<file path="config.mk">
export PLATFORM = sky130hd
export DESIGN_NAME = x2_k6_recover
export DESIGN_NICKNAME = d
export VERILOG_FILES = /design/src/rtl/x2_pkg.sv /design/src/rtl/x2_k6_inv_comb.sv /design/src/rtl/x2_k6_recover.sv
export SDC_FILE = /design/constraint.sdc
export NUM_CORES = 1
export LEC_CHECK = 0
export BUFFER_PORTS_ARGS = -buffer_cell sky130_fd_sc_hd__buf_4
export CAP_MARGIN = 40
export CORE_UTILIZATION = 25
export CTS_CLUSTER_SIZE = 14
export DETAILED_ROUTE_END_ITERATION = 10
export PLACE_DENSITY = 0.48
export SYNTH_ARGS = -nofsm -noshare
export SYNTH_HDL_FRONTEND = slang
export SYNTH_SLANG_ARGS = --single-unit
</file>
<file path="constraint.sdc">
create_clock -name clk -period 2 [get_ports clk]
set_input_delay 0.3 -clock clk [delete_from_list [all_inputs] [get_ports clk]]
set_output_delay 0.3 -clock clk [all_outputs]
set_load 0.02 [all_outputs]
</file>
<file path="src/rtl/x2_pkg.sv">
// Shared types and pure functions for the x2 6-bit key interface:
// the forward decoder, its canonical inverse and the decoder-image test.
package x2_pkg;

   localparam int X2_PO_W = 7;
   localparam int X2_K_W  = 6;

   typedef logic [X2_PO_W-1:0] po_t;
   typedef logic [X2_K_W-1:0]  key_t;

   // Forward x2 decoder (key -> observed outputs); k0 has no effect on the outputs.
   function automatic po_t x2_h6_fwd(key_t k);
      po_t p;
      p[0] = k[5] | k[4] | k[1];
      p[1] = k[2];
      p[2] = k[5];
      p[3] = k[5] | k[4] | k[3] | k[2] | k[1];
      p[4] = k[5] | k[4];
      p[5] = k[5] | k[3];
      p[6] = k[5];
      return p;
   endfunction

   // Minimal (canonical) key that reproduces p when p is legal.
   // k5 masks k4, k3 and k1 in every output, so those bits are dropped when po6 is set.
   function automatic key_t x2_k6_inv(po_t p);
      key_t k;
      // NOTE: k is written on every path so this function never infers a latch
      // when it is inlined into combinational logic.
      if (p[6]) begin
         k = {1'b1, 2'b00, p[1], 2'b00};
      end else begin
         k = {1'b0, p[4], p[5], p[1], p[0] & ~p[4], 1'b0};
      end
      return k;
   endfunction

   // 1 when some key produces p through the forward decoder.
   function automatic bit x2_po_legal(po_t p);
      bit ok;
      if (p[6]) begin
         ok = p[2] & p[4] & p[5] & p[0] & p[3];
      end else begin
         ok = ~(p[2] | (p[4] & ~p[0]) | (p[3] != (p[0] | p[1] | p[4] | p[5])));
      end
      return ok;
   endfunction

endpackage

</file>
<file path="src/rtl/x2_k6_inv_comb.sv">
// Combinational key recovery and illegal-vector flag between S1 and S2.
module x2_k6_inv_comb
   import x2_pkg::*;
(
   input  logic [X2_PO_W-1:0] i_po,
   output logic [X2_K_W-1:0]  o_k,
   output logic               o_err
);

   assign o_k   = x2_k6_inv(i_po);
   assign o_err = ~x2_po_legal(i_po);

endmodule

</file>
<file path="src/rtl/x2_k6_recover.sv">
// Two-stage valid/ready pipeline that rebuilds canonical x2 keys from observed
// output vectors, flags vectors outside the decoder image, and keeps
// saturating word/error statistics on delivered words.
module x2_k6_recover
   import x2_pkg::*;
#(
   parameter int CNT_W = 16
) (
   input  logic               clk,
   input  logic               rst,
   input  logic               in_valid,
   output logic               in_ready,
   input  logic [X2_PO_W-1:0] in_po,
   output logic               out_valid,
   input  logic               out_ready,
   output logic [X2_K_W-1:0]  out_k,
   output logic               out_err,
   input  logic               clr,
   output logic [CNT_W-1:0]   word_cnt,
   output logic [CNT_W-1:0]   err_cnt,
   output logic               err_sticky
);

   logic               r_s1_valid;
   po_t                r_s1_po;
   logic               r_s2_valid;
   key_t               r_s2_k;
   logic               r_s2_err;
   logic [CNT_W-1:0]   r_word_cnt;
   logic [CNT_W-1:0]   r_err_cnt;
   logic               r_err_sticky;

   logic               w_adv2;
   logic               w_in_fire;
   logic               w_out_fire;
   key_t               w_k;
   logic               w_err;

   // S2 can take a word when empty or when its word leaves this cycle.
   assign w_adv2     = ~r_s2_valid | out_ready;
   assign in_ready   = ~r_s1_valid | w_adv2;
   assign w_in_fire  = in_valid & in_ready;
   assign w_out_fire = r_s2_valid & out_ready;

   x2_k6_inv_comb u_inv (
      .i_po  (r_s1_po),
      .o_k   (w_k),
      .o_err (w_err)
   );

   // Stage S1: capture the observed vector on the input handshake.
   always_ff @(posedge clk or posedge rst) begin
      if (rst) begin
         r_s1_valid <= 1'b0;
         r_s1_po    <= '0;
      end else begin
         // NOTE: sequential state uses non-blocking assignments so every
         // register samples pre-edge values regardless of statement order.
         if (w_in_fire) begin
            r_s1_valid <= 1'b1;
            r_s1_po    <= in_po;
         end else if (w_adv2) begin
            r_s1_valid <= 1'b0;
         end
      end
   end

   // Stage S2: register the recovered key; held steady while stalled.
   always_ff @(posedge clk or posedge rst) begin
      if (rst) begin
         r_s2_valid <= 1'b0;
         r_s2_k     <= '0;
         r_s2_err   <= 1'b0;
      end else if (w_adv2) begin
         r_s2_valid <= r_s1_valid;
         if (r_s1_valid) begin
            r_s2_k   <= w_k;
            r_s2_err <= w_err;
         end
      end
   end

   // Statistics on delivered words; clr wins over a same-cycle increment.
   always_ff @(posedge clk or posedge rst) begin
      if (rst) begin
         r_word_cnt   <= '0;
         r_err_cnt    <= '0;
         r_err_sticky <= 1'b0;
      end else if (clr) begin
         r_word_cnt   <= '0;
         r_err_cnt    <= '0;
         r_err_sticky <= 1'b0;
      end else if (w_out_fire) begin
         if (r_word_cnt != '1) begin
            r_word_cnt <= r_word_cnt + CNT_W'(1);
         end
         if (r_s2_err) begin
            r_err_sticky <= 1'b1;
            if (r_err_cnt != '1) begin
               r_err_cnt <= r_err_cnt + CNT_W'(1);
            end
         end
      end
   end

   assign out_valid  = r_s2_valid;
   assign out_k      = r_s2_k;
   assign out_err    = r_s2_err;
   assign word_cnt   = r_word_cnt;
   assign err_cnt    = r_err_cnt;
   assign err_sticky = r_err_sticky;

endmodule
</file>
==> results by group <==
Synthesis
  • Synth Area per Inst: 9.94 um^2
  • Synthesis-stage register bit count: 48
  • Syn Inst Count: 250
  • Sequential-to-total area share from yosys stat: 48.3%
  • Yosys warnings: 0
  • Post-synthesis cell area: 0.00248 mm^2
  • Synth cell types: 46
  • Syn nets: 264

STA
  • Setup TNS: 0 ps
  • Max Transition Viols Final: 0
  • Tcrit/Tclk final: 92.2%
  • Final Hold Viols: 0
  • Worst setup margin: 156 ps
  • Max Freq: 542 MHz
  • Rel. slew slack: 62.9%
  • Slew at the pin closest to its max-slew limit: 543 ps
  • Final setup violation count: 0
  • Min Tclk post-route: 1840 ps
  • RSZ-0062 raised after global routing: no
  • Worst clock skew: 3.11 ps

Run
  • Max-cap violation count: 0

Floorplan
  • Die Ht: 102 um
  • Placeable Area: 0.00968 mm^2
  • Die ar.: 0.0103 mm^2
  • Initial core utilization: 25.7%
  • Row count: 36
  • Die Wd: 102 um
  • I/O pin count: 54

Finish
  • Area grow syn2layout: 36.0%
  • Share of layout cells above drive strength 1: 34.6%
  • Antenna cells: 0
  • Final nets: 340
  • Final Util: 34.9%

Status
  • Outcome: finished, final reports clean

Critical path
  • Reg-to-reg critical path endpoint: err_cnt[13]$_DFFE_PP0P_
  • Critical Path RT: 2230 ps
  • Internal reg-to-reg setup slack: 160 ps
  • Crit-path max FO: 8
  • CP Launch Type: register
  • Setup CP Type: register to register
  • Crit path arrival time: 2080 ps
  • Worst R2R Path Depth: 4
  • Reg2reg start: err_cnt[4]$_DFFE_PP0P_
  • Crit. End Element: register

Clock network
  • Clock latency on the worst-skew pair: 300 ps
  • CTS H-Tree Depth: 2
  • CTS Buf Count: 5
  • CTS tree: built
  • Setup bufs post-CTS: 0
  • CTS resizes: 0
  • Clock Path Buffers: 2
  • Clk slew on worst S/H paths: 90 ps
  • Clock Root Buffer: clkbuf_8
  • # clock sinks: 48
  • Post-CTS Hold Fix Bufs: 0

Routing
  • Vias per cell: 4.71
  • Vias: 2,166
  • Drt drc: 0
  • Initial DRC Count: 88
  • Pre-antenna DRT Iters: 4
  • Wirelength per Cell: 13.8 um
  • Post-Route WL: 6.34 mm
  • Post-route antenna net violation count: 0

Placed design
  • Pre-CTS setup slack: 83.1 ps
  • Post-DP HPWL: 4.45 mm
  • RePlAce Congestion: 0.725
  • PortBufs: 52

Global route
  • Largest net degree at the start of global routing: 49
  • Gr usage total: 12.8%
  • Initial antenna violation count: 0
  • Global-route wire length before repair: 10.3 mm
  • GRT Residual Overflow: 0
  • Vias in the first global route: 2,106

Pwr
  • Leakage power total: 1.45 nW
  • PwrDens: 702 mW/mm^2
  • Worst ir drop on vdd: 0.000323 V

Hold path
  • Hold Crit Class: input port to asynchronous set/reset pin
## through the flow
stage	area (um^2)	hold WS [ps]	std cells	total power, mW
finish	3380	23.7	460	2.37
global route	3380	38.3	460	2.48
CTS	3360	43.0	460	2.40
detailed placement	3200	377	452	1.42
global placement	3200	375	452	1.41
floorplan	2480	408	250	1.27
## layer usage
layer | routed length (um) | vias up | GRT usage (%) | share of wire, %
li1 | - | 1079 | - | -
met4 | 55 | 0 | 2.68 | 0.87
met5 | 0 | - | 0 | 0
met3 | 250 | 5 | 3.17 | 3.9
met1 | 3070 | 1041 | 17.0 | 48
met2 | 2960 | 41 | 21.0 | 47
## worst max path at each step
| stage | startpoint | endpoint | slack [ps] | cells past startpoint |
|---|---|---|---|---|
| after floorplan | out_valid$_DFFE_PP0P_ | err_cnt[13]$_DFFE_PP0P_ | 30 | 5 |
| after global placement | err_cnt[4]$_DFFE_PP0P_ | err_cnt[13]$_DFFE_PP0P_ | 120 | 4 |
| after detailed placement | err_cnt[4]$_DFFE_PP0P_ | err_cnt[13]$_DFFE_PP0P_ | 80 | 4 |
| after CTS | err_cnt[4]$_DFFE_PP0P_ | err_cnt[13]$_DFFE_PP0P_ | 60 | 4 |
| after global routing | err_cnt[1]$_DFFE_PP0P_ | err_cnt[14]$_DFFE_PP0P_ | 0.4 | 7 |
| final | err_cnt[4]$_DFFE_PP0P_ | err_cnt[13]$_DFFE_PP0P_ | 160 | 4 |
## flip-flops by register name (all words and copies together), names as in the netlist
| signal | flops |
|---|---|
| word_cnt | 16 |
| r_s1_po | 7 |
| err_cnt | 16 |
| out_k | 5 |
| r_s1_valid | 1 |
| err_sticky | 1 |
| out_err | 1 |
| out_valid | 1 |
## Yosys cell counts, drive strengths merged
master	n	area (um^2)
o21bai	1	7.51
or2	1	6.26
a21oi	18	90.1
or3	7	47.5
nor2	22	82.6
o21ai	9	45.0
buf	2	12.5
xnor2	3	26.3
or4	7	52.6
a211oi	2	15.0
nor4	8	71.3
nand3b	2	15.0
and4	3	26.3
a31oi	4	25.0
o21a	1	7.51
mux2i	1	10.0
mux2	15	169
a311oi	1	8.76
nor2b	5	31.3
conb	1	3.75
o41ai	1	8.76
inv	8	30.0
a41o	1	10.0
nand2	18	67.6
nor3	9	45.0
a2111oi	1	8.76
ha	2	25.0
nor4bb	3	30.0
nand4	11	68.8
nand2b	5	31.3
dfrtp	48	1200
nor3b	1	7.51
o31ai	7	52.6
nand3	10	72.6
xor2	2	17.5
a41oi	1	8.76
and3	3	20.0
or2b	1	7.51
clkbuf	5	18.8
## cells in the final DEF (no fill, tap or decap), types with 2 or more instances in the layout
cell	instances
nand3_1	7
and3_1	2
nor4_1	4
nand2b_1	5
or3_2	3
mux2_2	15
and4_1	3
nor4_2	3
inv_1	7
a31oi_1	4
nor4bb_1	3
nand4_1	11
buf_4	75
clkbuf_8	5
nor2b_1	5
or4_1	6
bufinv_16	3
or3_1	4
a21oi_1	18
o31ai_1	7
nand2_1	18
a211oi_1	2
nor3_1	9
o21ai_0	9
nand3_2	2
xnor2_1	3
nor2_1	22
nand3b_1	2
ha_1	2
dfrtp_1	48
xor2_1	2
## critical path: stages, from the launching register on
cell and delay (ps):
dfrtp_1 450, nand3_2 100, or4_4 600, or4_1 480, a21oi_1 150
## cell families after synthesis
group	Yosys count	synth area share [%]
and+or+nand+nor	116	27.5
DFF	48	48.3
AOI/OAI and AO/OA	47	11.6
muxes	16	7.20
buffers and inverters	15	2.47
xor gates and xnor gates	5	1.76
adders and majority gates	2	1.01
other	1	0.151
## report_power, final
part	total, mW	switching [mW]	internal, mW
combinational	0.313	0.170	0.143
sequential	1.08	0.0483	1.03
clock	0.984	0.358	0.626
total	2.37	0.576	1.80
## layout make-up
type / instances / area, um^2
Tap cell: 133 / 166
Clock buffer: 5 / 68.8
Inverter: 8 / 30.0
Sequential cell: 48 / 1200
Clock inverter: 3 / 90.1
Timing Repair Buffer: 76 / 583
Multi-Input combinational cell: 187 / 1240
Fill cell: 1013 / 6310
(Power assumes the default switching activity.)
